**src/rtl/benes_8_fabric.sv**
```systemverilog
// ---------------------------------------------------------------------------
// benes_8_fabric
// Routes eight W-bit words through a 5-stage, 8-input Benes network of 2x2
// switches. The 20-bit switch-setting word comes from Benes_8 `state`.
// There is one register slot per switch stage. Each beat carries the
// switch settings it still needs, so a new configuration never disturbs
// beats that are already in the pipe.
//
// Ports
//   clk         clock, rising edge
//   areset      asynchronous reset, active low
//   cfg_valid   cfg_state is valid; loads cfg_active at the edge
//   cfg_ready   always 1
//   cfg_state   20-bit switch settings; stage s, switch j -> bit 19-4s-j
//   in_valid    in_data holds a beat
//   in_ready    fabric can accept a beat (low only while the output stalls)
//   in_data     8 words; word i = in_data[W*i +: W]
//   out_valid   out_data holds a routed beat
//   out_ready   consumer accepts the beat
//   out_data    routed words; word k = out_data[W*k +: W]
//   cfg_active  configuration the next accepted beat will use
// ---------------------------------------------------------------------------
module benes_8_fabric #(
    parameter int W = 8
) (
    input  logic           clk,
    input  logic           areset,
    input  logic           cfg_valid,
    output logic           cfg_ready,
    input  logic [19:0]    cfg_state,
    input  logic           in_valid,
    output logic           in_ready,
    input  logic [8*W-1:0] in_data,
    output logic           out_valid,
    input  logic           out_ready,
    output logic [8*W-1:0] out_data,
    output logic [19:0]    cfg_active
);

    localparam int DW = 8 * W;

    // A 2x2 switch on one word pair: the low word is in0, the high word is in1.
    function automatic logic [2*W-1:0] sw2(input logic [2*W-1:0] p, input logic x);
        return x ? {p[W-1:0], p[2*W-1:W]} : p;
    endfunction

    // One column of four switches. Switch j sits on words 2j/2j+1 and is
    // steered by ctl[3-j], because the cfg nibble holds switch 0 in its MSB.
    function automatic logic [DW-1:0] switch_stage(input logic [DW-1:0] d,
                                                   input logic [3:0]    ctl);
        return {sw2(d[W*6 +: 2*W], ctl[0]), sw2(d[W*4 +: 2*W], ctl[1]),
                sw2(d[W*2 +: 2*W], ctl[2]), sw2(d[W*0 +: 2*W], ctl[3])};
    endfunction

    // After stage 0: position 2j -> j, position 2j+1 -> 4+j.
    function automatic logic [DW-1:0] wire_unshuffle(input logic [DW-1:0] d);
        return {d[W*7 +: W], d[W*5 +: W], d[W*3 +: W], d[W*1 +: W],
                d[W*6 +: W], d[W*4 +: W], d[W*2 +: W], d[W*0 +: W]};
    endfunction

    // After stages 1 and 2: inside each half, the middle two lines swap.
    function automatic logic [DW-1:0] wire_mid(input logic [DW-1:0] d);
        return {d[W*7 +: W], d[W*5 +: W], d[W*6 +: W], d[W*4 +: W],
                d[W*3 +: W], d[W*1 +: W], d[W*2 +: W], d[W*0 +: W]};
    endfunction

    // After stage 3: position j -> 2j, position 4+j -> 2j+1.
    function automatic logic [DW-1:0] wire_shuffle(input logic [DW-1:0] d);
        return {d[W*7 +: W], d[W*3 +: W], d[W*6 +: W], d[W*2 +: W],
                d[W*5 +: W], d[W*1 +: W], d[W*4 +: W], d[W*0 +: W]};
    endfunction

    logic [19:0]   cfg_active_q, cfg_active_d;
    logic          s0_valid_q, s0_valid_d;
    logic          s1_valid_q, s1_valid_d;
    logic          s2_valid_q, s2_valid_d;
    logic          s3_valid_q, s3_valid_d;
    logic          s4_valid_q, s4_valid_d;
    logic [DW-1:0] s0_data_q, s0_data_d;
    logic [DW-1:0] s1_data_q, s1_data_d;
    logic [DW-1:0] s2_data_q, s2_data_d;
    logic [DW-1:0] s3_data_q, s3_data_d;
    logic [DW-1:0] s4_data_q, s4_data_d;
    // The settings still ahead of each slot. The next stage's nibble is
    // always in the top four bits.
    logic [15:0]   s0_cfg_q, s0_cfg_d;
    logic [11:0]   s1_cfg_q, s1_cfg_d;
    logic [7:0]    s2_cfg_q, s2_cfg_d;
    logic [3:0]    s3_cfg_q, s3_cfg_d;
    logic          stall;

    assign stall      = s4_valid_q & ~out_ready;
    assign in_ready   = ~stall;
    assign cfg_ready  = 1'b1;
    assign out_valid  = s4_valid_q;
    assign out_data   = s4_data_q;
    assign cfg_active = cfg_active_q;

    always_comb begin
        // The configuration loads independently of the stall.
        cfg_active_d = cfg_valid ? cfg_state : cfg_active_q;

        s0_valid_d = s0_valid_q;
        s1_valid_d = s1_valid_q;
        s2_valid_d = s2_valid_q;
        s3_valid_d = s3_valid_q;
        s4_valid_d = s4_valid_q;
        s0_data_d  = s0_data_q;
        s1_data_d  = s1_data_q;
        s2_data_d  = s2_data_q;
        s3_data_d  = s3_data_q;
        s4_data_d  = s4_data_q;
        s0_cfg_d   = s0_cfg_q;
        s1_cfg_d   = s1_cfg_q;
        s2_cfg_d   = s2_cfg_q;
        s3_cfg_d   = s3_cfg_q;

        if (!stall) begin
            // Not stalled means in_ready=1, so in_valid alone marks an accept.
            // An idle cycle shifts a bubble into S0.
            s0_valid_d = in_valid;
            s0_data_d  = wire_unshuffle(switch_stage(in_data, cfg_active_q[19:16]));
            s0_cfg_d   = cfg_active_q[15:0];

            s1_valid_d = s0_valid_q;
            s1_data_d  = wire_mid(switch_stage(s0_data_q, s0_cfg_q[15:12]));
            s1_cfg_d   = s0_cfg_q[11:0];

            s2_valid_d = s1_valid_q;
            s2_data_d  = wire_mid(switch_stage(s1_data_q, s1_cfg_q[11:8]));
            s2_cfg_d   = s1_cfg_q[7:0];

            s3_valid_d = s2_valid_q;
            s3_data_d  = wire_shuffle(switch_stage(s2_data_q, s2_cfg_q[7:4]));
            s3_cfg_d   = s2_cfg_q[3:0];

            s4_valid_d = s3_valid_q;
            s4_data_d  = switch_stage(s3_data_q, s3_cfg_q);
        end
    end

    always_ff @(posedge clk or negedge areset) begin
        if (!areset) begin
            cfg_active_q <= '0;
            s0_valid_q   <= 1'b0;
            s1_valid_q   <= 1'b0;
            s2_valid_q   <= 1'b0;
            s3_valid_q   <= 1'b0;
            s4_valid_q   <= 1'b0;
            s0_data_q    <= '0;
            s1_data_q    <= '0;
            s2_data_q    <= '0;
            s3_data_q    <= '0;
            s4_data_q    <= '0;
            s0_cfg_q     <= '0;
            s1_cfg_q     <= '0;
            s2_cfg_q     <= '0;
            s3_cfg_q     <= '0;
        end else begin
            cfg_active_q <= cfg_active_d;
            s0_valid_q   <= s0_valid_d;
            s1_valid_q   <= s1_valid_d;
            s2_valid_q   <= s2_valid_d;
            s3_valid_q   <= s3_valid_d;
            s4_valid_q   <= s4_valid_d;
            s0_data_q    <= s0_data_d;
            s1_data_q    <= s1_data_d;
            s2_data_q    <= s2_data_d;
            s3_data_q    <= s3_data_d;
            s4_data_q    <= s4_data_d;
            s0_cfg_q     <= s0_cfg_d;
            s1_cfg_q     <= s1_cfg_d;
            s2_cfg_q     <= s2_cfg_d;
            s3_cfg_q     <= s3_cfg_d;
        end
    end

endmodule

```
**config.mk**
```make
export PLATFORM = sky130hd
export DESIGN_NAME = benes_8_fabric
export DESIGN_NICKNAME = d
export VERILOG_FILES = /design/src/rtl/benes_8_fabric.sv
export SDC_FILE = /design/constraint.sdc
export NUM_CORES = 1
export LEC_CHECK = 0
export CORE_MARGIN = 2
export CORE_UTILIZATION = 45
export CTS_CLUSTER_SIZE = 24
export DETAILED_ROUTE_END_ITERATION = 12
export PLACE_DENSITY = 0.76
export SYNTH_ARGS = -nofsm -noshare
export SYNTH_HDL_FRONTEND = slang
export SYNTH_SLANG_ARGS = --single-unit
```
**constraint.sdc**
```tcl
create_clock -name clk -period 1.4 [get_ports clk]
set_input_delay 0.14 -clock clk [delete_from_list [all_inputs] [get_ports clk]]
set_output_delay 0.14 -clock clk [all_outputs]
set_load 0.02 [all_outputs]
```
==> metrics.md, run 1 <==
| Metric | Value |
|---|---|
| Routed Antenna Nets | 0 |
| Die X | 214 um |
| Setup CP Type | reg2reg |
| DR vias | 10,200 |
| Max rail drop VDD | 949 uV |
| Clock transition at path regs | around 0.060 ns |
| Die H | 214 um |
| Nets | 1,478 |
| TritonCTS clock tree | yes |
| Final WS setup | -0.0641 ns |
| Pre-CTS WS | -0.322 ns |
| Ys Warns | 0 |
| Core area | 0.0433 sq mm |
| Vias per cell | 5.06 |
| Top-Level Pins | about 180 |
| Post-synth EDFFs | 0 |
| Number of global-route vias before repair | 10,900 |
| Congestion Overflow GR | 0 |
| Total Wirelength | 41,100 um |
| CP Launch Type | flop |
| Iteration-0 DRC Markers | slightly below 400 |
| Crit path max fanout | 24 |
| Mapped cell area | 0.0198 sq mm |
| Crit share post-route | 105% |
| Worst Path Required | 1.82 ns |
| Hold Vio Cnt, Final | 0 |
| Synth area leaders | dfrtp_1, mux2_4, mux2_2 |
| GPL Wtd Cong | 0.805 |
| Total GRT Usage | a little under a fifth |
| Root Driver | clkbuf_16 |
| Register area share after synthesis | 48.7% |
| Syn Inst Count | approximately 1,200 |
| Total CTS buffers | between 40 and 50 |
| Die area | 0.0456 sq mm |
| Post-synth top area cell | dfrtp_1 |
| Max Slew Vio Count | 0 |
| Min Tclk post-route | ~1.5 ns |
| CTS sink count | ~390 |
| Failing checks | negative setup slack |
| Area occupied by multi-input gates | 0.00922 sq mm |
| Max Cap Viol | 0 |
| Antenna fix cells | 0 |
| DP Cell Count | 1,916 |
| First-pass GRT wire length | 64,400 um |
| Maximum buffer depth of the clock tree | 3 |
| Endpoints failing setup | 274 |
| Pwr Total | 59,000 uW |
| # fillers | 3,393 |
| Layout Skew | about 0.017 ns |
| Leakage power | between 0.01 and 0.015 uW |
| Max Freq | 683 MHz |
| Dpl hpwl | 30,000 um |
| Async SR Flop Fraction | 100% |
| Initial Utilization | around 46% |
| Mapped Nets | ~1,300 |
| Htree depth | 2 |
| Top-count cell post-synth | dfrtp_1 |
| Hold WC Path Type | in2async |
| Initial antenna violation count | 0 |
| Share of cells above drive strength 1 | 62.5% |
| Largest net degree at the start of global routing | 71 |
| PwrDens | 2470 mW/mm^2 |
| Syn-to-layout area delta | 21.0% |
| Most used DFF post-synth | dfrtp_1 |
| Number of remaining DRC errors | 0 |
| Drt first pass iters | 4 |
| Port Buf Inserts | between 150 and 200 |
| RSZ-0062 raised after global routing | yes |
| Mapped Avg Cell Area | 16.8 sq um |
| Post-synth top cells | dfrtp_1, mux2_2, mux2_4, buf_6, mux2_1 |
| Synth Register Bits | 385 |
| Setup crit end kind | flop |
| Status | finished, violations left |
| Routed WL per cell | 20.5 um |
| Worst path arrival time | 1.89 ns |
| FF/Latch Area | 0.00965 sq mm |
| Post-synth cell types | 10 |
| Rows | 76 |
| Final std cells w/o fill | 2,007 |
| Synth top area share | 48.7% |
| Worst skew pair latency | 0.55 ns |
[power by group]
part           total, uW  internal (uW)  leakage (uW)  switching, uW
clock              11400           6940      0.000712           4490
sequential         20800          16400       0.00448           4470
combinational      26800          17400       0.00572           9340
total              59000          40700        0.0109          18300
[state kept, by name (all words and copies together) (netlist names)]
name	cells
out_data	64
s0_data_q	64
s1_data_q	64
s2_data_q	64
s3_data_q	64
cfg_active	20
s0_cfg_q	16
s1_cfg_q	12
s2_cfg_q	8
s3_cfg_q	4
out_valid	1
s0_valid_q	1
s1_valid_q	1
s2_valid_q	1
s3_valid_q	1
[routing by layer]
metal / up-vias / global-route usage (%) / part of all wire, %
met3: 50 / 2.42 / 3.3
met4: 0 / 5.51 / 2.1
met1: 5224 / 26.1 / 47
met2: 163 / 29.9 / 48
li1: 4720 / - / -
met5: - / 0 / 0
[repair_timing]
action                                 CTS  global route
endpoints found under the hold margin  385             0
gates resized for setup                245             3
cloned                                   0             3
hold buffers                             1             0
setup buffers                            7             3
setup endpoints to repair              385           351
[placed cells by master, fill, tap and decap left out]
cell type,count
buf_4,37
bufinv_16,5
buf_12,32
buf_2,11
clkinv_4,1
dfrtp_2,2
mux2_1,21
clkbuf_1,8
clkdlybuf4s50_1,87
nand2b_1,1
clkbuf_16,46
inv_6,1
clkinvlp_4,1
dfrtp_1,380
clkdlybuf4s15_1,34
clkdlybuf4s15_2,40
mux2_2,345
nand2b_4,1
buf_8,1
buf_16,5
dfrtp_4,3
clkinv_2,11
conb_1,1
clkbuf_8,7
mux2_4,338
buf_6,2
dlygate4sd3_1,1
[critical path, cell delays in order, from the launching register on]
cell	delay (ns)
dfrtp_2	0.43
nand2b_4	0.12
buf_12	0.20
buf_16	0.23
mux2_4	0.32
[metrics by stage]
stage          hold slack (ns)  util (%)  setup TNS, ns  instance area [sq um]
4_1_cts                 0.0698      55.1         -11.52                  23800
3_5_place_dp            0.0660      51.5         -99.84                  22300
6_report                0.0854      55.3          -8.22                  23900
2_1_floorplan           -0.156         -              0                  19800
3_3_place_gp            0.0599      51.5         -92.50                  22300
5_1_grt                 0.0941      55.3         -23.05                  23900
[logic make-up (layout without fill, tap and decap cells)]
| group | after synthesis | count (layout) | synth area share, % |
|---|---|---|---|
| AND/OR/NAND/NOR | 2 | 2 | 0.101 |
| multiplexers | 704 | 704 | 46.5 |
| other | 1 | 1 | 0.0190 |
| buffers and inverters | 84 | 330 | 4.64 |
| flip-flops | 385 | 385 | 48.7 |
[final timing paths]
| check | from | end | slack [ns] | cells past startpoint |
|---|---|---|---|---|
| max in group asynchronous | areset | out_data[34] | 0.60 | 3 |
| setup / recovery | out_valid | out_data[26] | -0.06 | 4 |
| hold / removal | areset | s3_data_q[10] | 0.09 | 2 |
| setup reg to reg | out_valid | out_data[26] | -0.06 | 4 |
| hold reg to reg | s3_valid_q | out_valid | 0.46 | 1 |
| min in group clk | cfg_state[15] | cfg_active[15] | 0.20 | 2 |
[layout make-up]
cell class,count,share of cell area [%]
clock inverter,19,0.962
timing repair buffer,253,12.1
tap,585,3.06
sequential,385,40.3
clock buffer,58,5.03
multi-input combinational,707,38.5
No activity file was read; power rests on OpenSTA's default activity.
==> run 2, diff against run 1 <==
--- a/config.mk
+++ b/config.mk
@@ -5,6 +5,7 @@
 export SDC_FILE = /design/constraint.sdc
 export NUM_CORES = 1
 export LEC_CHECK = 0
+export ABC_CLOCK_PERIOD_IN_PS = 1400
 export CORE_MARGIN = 2
 export CORE_UTILIZATION = 45
 export CTS_CLUSTER_SIZE = 24
==> results of run 2 <==
Final layout, timing and power as in run 1 (identical DEF).
==> run 3, diff against run 2 <==
--- a/config.mk
+++ b/config.mk
@@ -7,10 +7,10 @@
 export LEC_CHECK = 0
 export ABC_CLOCK_PERIOD_IN_PS = 1400
 export CORE_MARGIN = 2
-export CORE_UTILIZATION = 45
+export CORE_UTILIZATION = 58
 export CTS_CLUSTER_SIZE = 24
 export DETAILED_ROUTE_END_ITERATION = 12
-export PLACE_DENSITY = 0.76
+export PLACE_DENSITY = 0.91
 export SYNTH_ARGS = -nofsm -noshare
 export SYNTH_HDL_FRONTEND = slang
 export SYNTH_SLANG_ARGS = --single-unit
==> metrics.md, run 3 (synthesis results as in run 1) <==
| Metric | Value |
|---|---|
| Port Buf Inserts | 174 (unchanged) |
| Total GRT Usage | 31.8% (was 18.5%) |
| CTS sink count | 385 (unchanged) |
| Iteration-0 DRC Markers | 795 (was 390) |
| Initial Utilization | 59.0% (was 45.7%) |
| Routed Antenna Nets | 0 (unchanged) |
| Maximum buffer depth of the clock tree | 3 (unchanged) |
| Reg-to-Reg Start | out_valid (unchanged) |
| CP Launch Type | flop (unchanged) |
| Crit path max fanout | 6 (was 24) |
| Vias per cell | 6.03 (was 5.06) |
| Layout Skew | 0.0240 ns (was 0.0167 ns) |
| Failing checks | negative setup slack (unchanged) |
| Htree depth | 2 (unchanged) |
| Max Cap Viol | 0 (unchanged) |
| Number of global-route vias before repair | 12,800 (was 10,900) |
| Core area | 0.0335 sq mm (was 0.0433 sq mm) |
| Die H | 189 um (was 214 um) |
| Critical path's slowest cell | dfrtp_2 (unchanged) |
| GPL Wtd Cong | 0.823 (was 0.805) |
| Total CTS buffers | 41 (was 42) |
| Final WS setup | -0.184 ns (was -0.0641 ns) |
| Largest net degree at the start of global routing | 74 (was 71) |
| Max Slew Vio Count | 0 (unchanged) |
| Routed WL per cell | 28.8 um (was 20.5 um) |
| Max Freq | 631 MHz (was 683 MHz) |
| TritonCTS clock tree | yes (unchanged) |
| Antenna fix cells | 0 (unchanged) |
| Share of cells above drive strength 1 | 62.5% (about the same) |
| Final core occ | 74.7% (was 55.3%) |
| Top-Level Pins | 176 (unchanged) |
| Initial antenna violation count | 0 (unchanged) |
| Root Driver | clkbuf_16 (unchanged) |
| Most frequent cells in the layout | dfrtp_1, mux2_4, mux2_2, clkdlybuf4s50_1, buf_12 (was dfrtp_1, mux2_2, mux2_4, clkdlybuf4s50_1, clkbuf_16) |
| Worst path arrival time | 2.00 ns (was 1.89 ns) |
| PwrDens | 2570 mW/mm^2 (was 2470 mW/mm^2) |
| Drt first pass iters | 7 (was 4) |
| Number of remaining DRC errors | 0 (unchanged) |
| Setup CP Type | reg2reg (unchanged) |
| Clock transition at path regs | 0.07 ns (was 0.06 ns) |
| Endpoints failing setup | 342 (was 274) |
| # fillers | 1,754 (was 3,393) |
| Worst skew pair latency | 0.54 ns (was 0.55 ns) |
| Area occupied by multi-input gates | 0.00931 sq mm (was 0.00922 sq mm) |
| Min Tclk post-route | 1.58 ns (was 1.46 ns) |
| Pre-CTS WS | -0.326 ns (was -0.322 ns) |
| Dpl hpwl | 29,500 um (was 30,000 um) |
| Status | finished, violations left (unchanged) |
| Leakage power | 0.0117 uW (was 0.0109 uW) |
| Nets | 1,547 (was 1,478) |
| DR vias | 11,700 (was 10,200) |
| Hold Vio Cnt, Final | 0 (unchanged) |
| Crit share post-route | 113% (was 105%) |
| Syn-to-layout area delta | 26.7% (was 21.0%) |
| Total Wirelength | 55,700 um (was 41,100 um) |
| First-pass GRT wire length | 85,500 um (was 64,400 um) |
| RSZ-0062 raised after global routing | yes (unchanged) |
| Die area | 0.0356 sq mm (was 0.0456 sq mm) |
| Max rail drop VDD | 1350 uV (was 949 uV) |
| CP bufs+invs | 5 (was 2) |
| Hold WC Path Type | in2async (unchanged) |
| Origin of the worst setup path | out_valid (unchanged) |
| Worst Path Required | 1.82 ns (about the same) |
| FF/Latch Area | 0.00965 sq mm (about the same) |
| Rows | 67 (was 76) |
| Die X | 189 um (was 214 um) |
| Slowest Stage Delay on Critical Path | 0.44 ns (was 0.43 ns) |
| Congestion Overflow GR | 0 (unchanged) |
| Commonest non-fill, non-tap cell in the layout | dfrtp_1 (unchanged) |
| Setup crit end kind | flop (unchanged) |
| Pwr Total | 64,400 uW (was 59,000 uW) |
| Kind of cell adding the most delay to the critical path | buffers and inverters (unchanged) |
| Minimum hold slack | 0.0522 ns (was 0.0854 ns) |
| Critical Path, Cell by Cell | buf_6, nand2b_4, buf_6, buf_12, buf_12, buf_16, mux2_4 (was nand2b_4, buf_12, buf_16, mux2_4) |
## run 3: cell count changes in the layout (fill, tap and decap cells not counted), sizes merged
cell           change
clkinv             -6
clkbuf            +19
bufinv             -2
inv                +1
buf               +62
clkdlybuf4s15     -35
nand2b             +1
dlygate4sd2       +24
## run 3: power by group
group | internal [uW] | switching, uW
Combinational | 19400 | 11600
Clock | 6700 | 4630
Sequential | 16300 | 5670
Total | 42500 | 21900
## run 3: cell type report
type	count	share of cell area [%]
clock inverters	12	0.604
clock buffers	59	4.93
flip-flops and latches	385	38.5
repair buffers	322	16.6
multi-input cells	708	37.2
well taps	448	2.24
## run 3: path summary, 6_finish.rpt
kind                       slack [ns]  cells after the start              to
max in group asynchronous        0.63                      3     s1_cfg_q[7]
hold / removal                   0.05                      2   s1_data_q[36]
hold reg to reg                  0.49                      1       out_valid
min in group clk                 0.21                      2  cfg_active[19]
setup / recovery                -0.18                      7   s0_data_q[27]
setup reg to reg                -0.18                      7   s0_data_q[27]
## run 3: worst register-to-register path, cell delays in order, from the launching register on
cell,delay [ns]
dfrtp_2,0.44
buf_6,0.13
nand2b_4,0.11
buf_6,0.13
buf_12,0.12
buf_12,0.12
buf_16,0.13
mux2_4,0.30
## run 3: routing by layer
layer	GRT usage [%]	share of wire, %	up-vias
met5	0	0	-
met4	13.8	5.1	0
met3	5.40	5.7	186
met2	54.1	49	550
met1	40.3	40	6072
li1	-	-	4855
## run 3: through the flow
| step | std cells | area, sq um | setup TNS [ns] |
|---|---|---|---|
| 2_1_floorplan | 1176 | 19800 | 0 |
| 3_3_place_gp | 1787 | 22200 | -85.27 |
| 3_5_place_dp | 1787 | 22200 | -93.83 |
| 4_1_cts | 1933 | 25300 | -32.25 |
| 5_1_grt | 1934 | 25100 | -35.14 |
| 6_report | 1934 | 25100 | -31.42 |
## run 3: repair_timing
action / 4_1_cts / 5_1_grt
hold buffers: 1 / 0
gates cloned: 31 / 3
setup endpoints to repair: 401 / 409
endpoints found under the hold margin: 369 / 0
setup buffers: 43 / 22
gates resized for setup: 270 / 94
==> edit (config.mk and constraints of run 2) <==
Change the parameter `W` from 8 to 12. Comments in the files are not updated.
--- a/src/rtl/benes_8_fabric.sv
+++ b/src/rtl/benes_8_fabric.sv
@@ -23,3 +23,3 @@
 module benes_8_fabric #(
-    parameter int W = 8
+    parameter int W = 12
 ) (
Interface: changed (resized in_data and out_data); port bits go from 176 to 240. The function was not compared with the original's and may differ.
==> edit against run 2 <==
The run still ends with setup timing left. Sequential cell count rose by 160. Die area rose by 33%. Final area rose by 34%. Power rose by 35%. Wire length rose by 57%. Synthesized cell count rose by 44%. Critical path depth did not move. Maximum frequency fell by 3.5%. Worst setup slack got worse by 0.053 ns. Core utilization rose by 0.052 points. Combinational power rose by 28%. Area after synthesis rose by 34%. Global-route usage rose by 2.8 points. Critical endpoint is now s3_data_q[90]. Largest power group unchanged. Highest routed layer unchanged.
==> edit: results (changes against run 2) <==
\begin{tabular}{lr}
\hline
Metric & Value \\
\hline
\multicolumn{2}{l}{\textbf{Synthesis}} \\
\quad Leading cell types by count after synthesis & mux2\_2, dfrtp\_1, mux2\_4 \\
\quad Sequential fraction of the synthesis area & 51.6\% (+2.9 points) \\
\quad Multiplexer fraction of the synthesized cell area & 45.6\% (-0.91 points) \\
\multicolumn{2}{l}{\textbf{Clock network}} \\
\quad Setup Buffers After CTS & 8 (+1) \\
\quad Number of CTS-inserted buffers & 57 (+36\%) \\
\quad Resized cells post-CTS & 495 (+100\%) \\
\quad Post-cts hold buffer count & 2 (+1) \\
\quad Clock latency on the worst-skew pair & 0.61 ns (+0.06 ns) \\
\multicolumn{2}{l}{\textbf{Placed design}} \\
\quad Post-Place Cell Area & 30300 um\^{}2 (+36\%) \\
\quad Detailed placement HPWL & 47000 um (+57\%) \\
\quad Final RePlAce weighted congestion & 0.832 (+3.3\%) \\
\quad Number of I/O port buffers & 238 (+37\%) \\
\multicolumn{2}{l}{\textbf{Drt}} \\
\quad Detail-routed via count per cell & 5.32 (+5.2\%) \\
\quad Post-detailed-routing wire length & 64600 um (+57\%) \\
\multicolumn{2}{l}{\textbf{Setup path}} \\
\quad Data arrival time of the worst path & 2.00 ns (+0.11 ns) \\
\multicolumn{2}{l}{\textbf{Timing}} \\
\quad Final setup vio count & 430 (+57\%) \\
\quad Setup skew after layout & 0.0161 ns (-0.000517 ns) \\
\quad Slack of the critical path & -0.117 ns (-0.0533 ns) \\
\multicolumn{2}{l}{\textbf{GRT}} \\
\quad First-pass GRT wire length & 98300 um (+53\%) \\
\quad Maximum number of pins on one net before global-route repair & 81 (+14\%) \\
\multicolumn{2}{l}{\textbf{Cells and area}} \\
\quad Fraction of final layout cells with drive strength greater than 1 & 66.7\% (+4.2 points) \\
\quad Final standard cell area without fillers & 32100 um\^{}2 (+34\%) \\
\multicolumn{2}{l}{\textbf{Power and ir drop}} \\
\quad Leakage & 13.9 nW (+27\%) \\
\multicolumn{2}{l}{\textbf{Min path}} \\
\quad Min-Delay Path Class & in2reg \\
\multicolumn{2}{l}{\textbf{Run status}} \\
\quad Violations in the final reports & setup timing \\
\quad Run status & finished with violations \\
\hline
\end{tabular}
## edit: cell count changes after synthesis
cell      delta
clkbuf_1     +3
nand2b_4     -1
dfrtp_1    +160
mux2_1      -21
mux2_2     +541
buf_2       +97
buf_6       -62
mux2_4     -200
nand2b_1     +1
## edit: stage by stage
stage / hold slack (ns) / TNS [ns] / utilization [%] / power (mW) / cells
6_report: 0.135 / -22.07 / 55.4 / 79.6 / 2784
5_1_grt: 0.130 / -39.13 / 55.4 / 83.4 / 2784
4_1_cts: 0.111 / -26.95 / 55.2 / 79.8 / 2782
3_5_place_dp: 0.0153 / -165.16 / 52.3 / 64.6 / 2663
3_3_place_gp: 0.0202 / -151.75 / 52.3 / 63.7 / 2663
2_1_floorplan: -0.156 / -34.74 / - / 51.6 / 1694
## edit: power groups by stage
stage / logic, mW / clock network (mW) / registers (mW)
after detailed placement: 35.1 / 0 / 29.6
after global placement: 34.4 / 0 / 29.3
after CTS: 34.3 / 16.0 / 29.4
after floorplan: 23.0 / 0 / 28.5
after global routing: 36.3 / 16.7 / 30.4
final: 34.3 / 15.7 / 29.5
## edit: final cells by class
cell class                 instances  area, um^2
timing repair buffer             340        3350
clock inverter                    28         285
fill                            4612       25900
tap                              765         957
clock buffer                      79        1670
multi-input combinational       1027       12200
sequential                       545       13600
## edit: final timing paths
check,end,from,slack [ns],cells past startpoint
setup / recovery,s3_data_q[90],out_valid,-0.12,4
hold / removal,cfg_active[13],cfg_state[13],0.13,2
setup reg to reg,s3_data_q[90],out_valid,-0.12,4
hold reg to reg,out_valid,s3_valid_q,0.48,1
max in group asynchronous,s2_data_q[88],areset,0.25,3
min in group asynchronous,s0_data_q[50],areset,0.22,3
## edit: routing by layer
layer	track usage, %	routed length, um
met5	0	0
met4	6.01	1670
met3	3.17	2790
met2	35.2	31100
met1	29.2	29100
